**src/rtl/hub75_pkg.sv**
```systemverilog
// Shared framebuffer geometry and writer state encoding for the HUB75 display path.
package hub75_pkg;

   localparam int FB_AW    = 14;
   localparam int FB_DW    = 20;
   localparam int FB_WORDS = 16384;

   typedef enum logic [1:0] {
      IDLE      = 2'd0,
      RECV      = 2'd1,
      SWAP_WAIT = 2'd2
   } fbw_state_e;

endpackage

```
**src/rtl/hub75_bytepack.sv**
```systemverilog
// Packs a little-endian byte stream into framebuffer words, three bytes per word.
module hub75_bytepack
   import hub75_pkg::*;
(
   input  logic             sys_clk,
   input  logic             rst_n,
   input  logic [7:0]       byte_data,
   input  logic             byte_take,
   input  logic             byte_sof,
   output logic [FB_DW-1:0] word,
   output logic             word_valid
);

   logic [1:0] phase_q, phase_d;
   logic [7:0] b0_q, b0_d;
   logic [7:0] b1_q, b1_d;

   // NOTE: every always_comb output gets a default first so no path can infer a latch.
   always_comb begin
      phase_d    = phase_q;
      b0_d       = b0_q;
      b1_d       = b1_q;
      word_valid = 1'b0;
      if (byte_take) begin
         if (byte_sof) begin
            b0_d    = byte_data;
            phase_d = 2'd1;
         end else begin
            case (phase_q)
               2'd0: begin
                  b0_d    = byte_data;
                  phase_d = 2'd1;
               end
               2'd1: begin
                  b1_d    = byte_data;
                  phase_d = 2'd2;
               end
               default: begin
                  word_valid = 1'b1;
                  phase_d    = 2'd0;
               end
            endcase
         end
      end
   end

   // The third byte completes the word combinationally; its upper nibble has no home in 20 bits.
   assign word = {byte_data[3:0], b1_q, b0_q};

   // NOTE: state registers use non-blocking assignments so all flops update together at the edge.
   always_ff @(posedge sys_clk or negedge rst_n) begin
      if (!rst_n) begin
         phase_q <= 2'd0;
         b0_q    <= 8'd0;
         b1_q    <= 8'd0;
      end else begin
         phase_q <= phase_d;
         b0_q    <= b0_d;
         b1_q    <= b1_d;
      end
   end

endmodule

```
**src/rtl/hub75_fbwriter.sv**
```systemverilog
// Fills the framebuffer back buffer from a byte stream and swaps buffers on a display frame boundary.
module hub75_fbwriter
   import hub75_pkg::*;
#(
   parameter int WORDS = FB_WORDS,
   parameter int AW    = FB_AW,
   parameter int DW    = FB_DW
) (
   input  logic          sys_clk,
   input  logic          rst_n,
   input  logic [7:0]    in_data,
   input  logic          in_valid,
   input  logic          in_sof,
   output logic          in_ready,
   input  logic          frame_boundary,
   output logic [DW-1:0] fb_wdata,
   output logic [AW-1:0] fb_waddr,
   output logic          fb_we,
   output logic          selection,
   output logic          frame_done,
   output logic          resync_err
);

   fbw_state_e    state_q, state_d;
   logic [AW-1:0] addr_q, addr_d;
   logic [DW-1:0] fb_wdata_q, fb_wdata_d;
   logic [AW-1:0] fb_waddr_q, fb_waddr_d;
   logic          fb_we_q, fb_we_d;
   logic          selection_q, selection_d;
   logic          frame_done_q, frame_done_d;
   logic          resync_err_q, resync_err_d;

   logic             accept;
   logic             take;
   logic [FB_DW-1:0] pack_word;
   logic             pack_valid;

   assign in_ready = (state_q != SWAP_WAIT);
   assign accept   = in_valid && in_ready;
   // Outside a frame only a start-of-frame byte is worth packing.
   assign take     = accept && ((state_q == RECV) || in_sof);

   hub75_bytepack u_bytepack (
      .sys_clk    (sys_clk),
      .rst_n      (rst_n),
      .byte_data  (in_data),
      .byte_take  (take),
      .byte_sof   (in_sof),
      .word       (pack_word),
      .word_valid (pack_valid)
   );

   always_comb begin
      state_d      = state_q;
      addr_d       = addr_q;
      selection_d  = selection_q;
      frame_done_d = 1'b0;
      resync_err_d = 1'b0;
      fb_we_d      = pack_valid;
      fb_wdata_d   = pack_valid ? pack_word[DW-1:0] : fb_wdata_q;
      fb_waddr_d   = pack_valid ? addr_q : fb_waddr_q;
      case (state_q)
         IDLE: begin
            if (take) begin
               state_d = RECV;
               addr_d  = '0;
            end
         end
         RECV: begin
            if (accept && in_sof) begin
               addr_d       = '0;
               resync_err_d = 1'b1;
            end else if (pack_valid) begin
               if (addr_q == AW'(WORDS - 1)) begin
                  addr_d  = '0;
                  state_d = SWAP_WAIT;
               end else begin
                  addr_d = addr_q + AW'(1);
               end
            end
         end
         SWAP_WAIT: begin
            // The entry cycle still carries the final write, so a boundary there is not honoured.
            if (frame_boundary && !fb_we_q) begin
               selection_d  = ~selection_q;
               frame_done_d = 1'b1;
               state_d      = IDLE;
            end
         end
         default: state_d = IDLE;
      endcase
   end

   always_ff @(posedge sys_clk or negedge rst_n) begin
      if (!rst_n) begin
         state_q      <= IDLE;
         addr_q       <= '0;
         fb_wdata_q   <= '0;
         fb_waddr_q   <= '0;
         fb_we_q      <= 1'b0;
         selection_q  <= 1'b0;
         frame_done_q <= 1'b0;
         resync_err_q <= 1'b0;
      end else begin
         state_q      <= state_d;
         addr_q       <= addr_d;
         fb_wdata_q   <= fb_wdata_d;
         fb_waddr_q   <= fb_waddr_d;
         fb_we_q      <= fb_we_d;
         selection_q  <= selection_d;
         frame_done_q <= frame_done_d;
         resync_err_q <= resync_err_d;
      end
   end

   assign fb_wdata   = fb_wdata_q;
   assign fb_waddr   = fb_waddr_q;
   assign fb_we      = fb_we_q;
   assign selection  = selection_q;
   assign frame_done = frame_done_q;
   assign resync_err = resync_err_q;

endmodule

```
**config.mk**
```make
export PLATFORM = sky130hd
export DESIGN_NAME = hub75_fbwriter
export DESIGN_NICKNAME = d
export VERILOG_FILES = /design/src/rtl/hub75_pkg.sv /design/src/rtl/hub75_bytepack.sv /design/src/rtl/hub75_fbwriter.sv
export SDC_FILE = /design/constraint.sdc
export NUM_CORES = 1
export LEC_CHECK = 0
export ABC_CLOCK_PERIOD_IN_PS = 2400
export BUFFER_PORTS_ARGS = -buffer_cell sky130_fd_sc_hd__buf_2
export CAP_MARGIN = 20
export CORE_ASPECT_RATIO = 0.9
export CORE_MARGIN = 10
export CORE_UTILIZATION = 55
export DETAILED_ROUTE_END_ITERATION = 10
export PLACE_DENSITY = 0.86
export SLEW_MARGIN = 25
export SYNTH_ARGS = -nofsm -noshare
export SYNTH_HDL_FRONTEND = slang
export SYNTH_SLANG_ARGS = --single-unit
```
**constraint.sdc**
```tcl
create_clock -name sys_clk -period 2.4 [get_ports sys_clk]
set_input_delay 0.48 -clock sys_clk [delete_from_list [all_inputs] [get_ports sys_clk]]
set_output_delay 0.48 -clock sys_clk [all_outputs]
set_load 0.05 [all_outputs]
```
==> impl_metrics.env <==
export IMPL_status="finished, final reports clean"
export IMPL_ff2ff_path_depth=5
export IMPL_hold_path_class="primary input to async pin"
export IMPL_ir_drop_mv=0.727
export IMPL_dr_pass1_iters=4
export IMPL_cts_tree="built"
export IMPL_synthTopCellsByCount="114 x nand2_1, 72 x dfrtp_1, 16 x mux2_2"
export IMPL_synth_area_um2=3030
export IMPL_m1WireLength_um=2980
export IMPL_cts_htree_levels=3
export IMPL_yosysMostFrequentCell="nand2_1"
export IMPL_num_vias=2343
export IMPL_wl_per_cell_um=15.2
export IMPL_io_pins=52
export IMPL_synth_top_family_by_area="simple AND/OR/NAND/NOR gates"
export IMPL_cts_sinks=72
export IMPL_required_ps=2620
export IMPL_first_global_vias=2349
export IMPL_postLayoutCoreUtil_pct=67.3
export IMPL_dr_max_layer_used="met4"
export IMPL_synth_flop_cell="dfrtp_1"
export IMPL_cp_start_kind="register"
export IMPL_post_cts_buffers=0
export IMPL_synth_fa_ha_area_share_pct=0.413
export IMPL_timing_rr_start="addr_q[0]"
export IMPL_skew_ps=8.46
export IMPL_ys_warn_count=0
export IMPL_rsz0062_at_grt="no"
export IMPL_grt_start_max_net_pins=73
export IMPL_synthCells=303
export IMPL_synth_edff_count=0
export IMPL_post_route_period_util_pct=85.3
export IMPL_synth_compound_area_share_pct=7.52
export IMPL_netlist_top_cells_area="dfrtp_1 60%, nand2_1 14%, mux2_2 6.0%"
export IMPL_ctsHoldBuffers=0
export IMPL_cts_clk_slew_worst_paths_ps=70
export IMPL_worstPathMaxFanout=14
export IMPL_grt_pass1_wl_um=11100
export IMPL_synth_top_area_share_pct=59.5
export IMPL_leakage_nw=1.83
export IMPL_syn_to_final_growth_pct=17.5
export IMPL_worstMarginPinSlew_ps=578
export IMPL_finalSetupTns_ps=0
export IMPL_fin_crit_ps=2050
export IMPL_async_flop_share_pct=100
export IMPL_cp_startpoint="addr_q[0]"
export IMPL_num_antenna_cells=0
export IMPL_ys_types=39
export IMPL_coreArea_um2=5290
export IMPL_setup_violations=0
export IMPL_die_w_um=98.2
export IMPL_synth_xor_area_share_pct=0.289
export IMPL_wirelength_um=6530
export IMPL_synth_mux_area_fraction_pct=6.94
export IMPL_via_per_inst=5.44
export IMPL_final_hold_viol_count=0
export IMPL_place_gp_congestion=0.900
export IMPL_cts_root_buf="clkbuf_8"
export IMPL_rows=25
export IMPL_drt_iter0_markers=171
export IMPL_drive_gt1_share_pct=25.3
export IMPL_postRouteAntennaNets=0
export IMPL_dp_hpwl_um=4530
export IMPL_grt_ovfl_total=0
export IMPL_die_area_um2=8880
export IMPL_syn_area_per_cell_um2=9.99
export IMPL_die_h_um=90.4
export IMPL_synth_seq_cells=72
export IMPL_place_ws_ps=388
export IMPL_holdWs_ps=149
export IMPL_start_util_pct=57.3
export IMPL_clk_latency_ps=350
export IMPL_cts_path_max_buffers=2
export IMPL_max_freq_ghz=0.489
export IMPL_grtUsageTotal_pct=15.1
export IMPL_slew_viol_final=0
export IMPL_slew_headroom_pct=61.3
export IMPL_drc=0
export IMPL_antenna_found_initial=0
export IMPL_synthSimpleGateAreaFrac_pct=22.5
export IMPL_dr_wl_met3_um=380
export IMPL_power_per_cell_area_nw_per_um2=1020
export IMPL_wl_met2_um=3070
export IMPL_final_nets=373
export IMPL_cts_buffers=9
export IMPL_arrival_ps=2260
export IMPL_ys_seq_area_share_pct=59.5
export IMPL_critPathCaptureType="register"
export IMPL_synthesis_nets=317
export IMPL_critical_path_class="register to register"
export IMPL_cts_resized=0
export IMPL_portBuffers=51
export IMPL_yosysTopAreaCell="dfrtp_1"
export IMPL_finalWorstSetupSlack_ps=354
export IMPL_max_cap_viol_count=0
where the power goes:
| part | switching (mW) | internal (mW) | total, mW |
|---|---|---|---|
| clock network | 0.421 | 0.459 | 0.880 |
| logic | 0.861 | 0.272 | 1.13 |
| registers | 0.142 | 1.46 | 1.60 |
path summary, 6_finish.rpt:
path	slack, ps	end
worst max register to register	350	addr_q[5]
worst min-delay path	150	fb_wdata[7]
min in group sys_clk	370	fb_wdata[17]
max in group asynchronous	1960	fb_waddr[5]
worst max-delay path	350	addr_q[5]
worst min register to register	460	selection
cells in the final DEF (no fill, tap or decap), types with 2 or more instances in the layout:
cell type	n
nor3_1	5
nand2_1	114
o21ai_0	6
a21oi_1	7
o21ai_1	3
dfrtp_1	72
nand4_1	4
nand3b_1	3
buf_2	51
a41oi_1	2
nor2b_1	4
mux2i_1	3
or4_1	2
a31oi_1	12
clkbuf_1	2
inv_1	4
buf_4	7
o22ai_1	2
nand3_1	7
or3_1	3
clkbuf_8	12
mux2_2	16
and3_1	4
registers in the layout, indices dropped and copies added (netlist names):
| register | flops |
|---|---|
| u_bytepack.phase_q | 2 |
| u_bytepack.b0_q | 8 |
| addr_q | 14 |
| state_q | 2 |
| u_bytepack.b1_q | 8 |
| frame_done | 1 |
| selection | 1 |
| resync_err | 1 |
| fb_we | 1 |
| fb_wdata | 20 |
| fb_waddr | 14 |
critical path: stages (launching register included):
cell and delay (ps):
dfrtp_1 440, ha_1 240, nand3_2 110, or4_1 760
a31oi_1 260, o22ai_1 110
logic make-up after synthesis:
family,after synthesis
AND/OR/NAND/NOR,154
flip-flops,72
AO/OA/AOI/OAI,37
buffers and inverters,19
multiplexers,19
XOR/XNOR,1
adder cells (fa/ha/maj),1
final cells by class:
type                    count  area (µm²)
clock buffers              14         173
fillers                   400        1730
flip-flops and latches     72        1800
clock inverters             2        12.5
inverters                   5        18.8
repair buffers             59         328
multi-input cells         212        1140
well taps                  67        83.8
routing by layer:
| layer | vias to the layer above | global-route usage, % |
|---|---|---|
| met5 | - | 0 |
| met1 | 1135 | 18.7 |
| met2 | 65 | 22.6 |
| met4 | 0 | 6.68 |
| met3 | 8 | 5.89 |
| li1 | 1135 | - |
metrics by stage:
stage / power (mW) / area (µm²) / std cells
floorplan: 2.45 / 3030 / 303
global placement: 2.73 / 3370 / 415
detailed placement: 2.77 / 3370 / 415
CTS: 3.65 / 3560 / 431
global route: 3.81 / 3560 / 431
finish: 3.62 / 3560 / 431
Power figures use the tool's default switching activity.
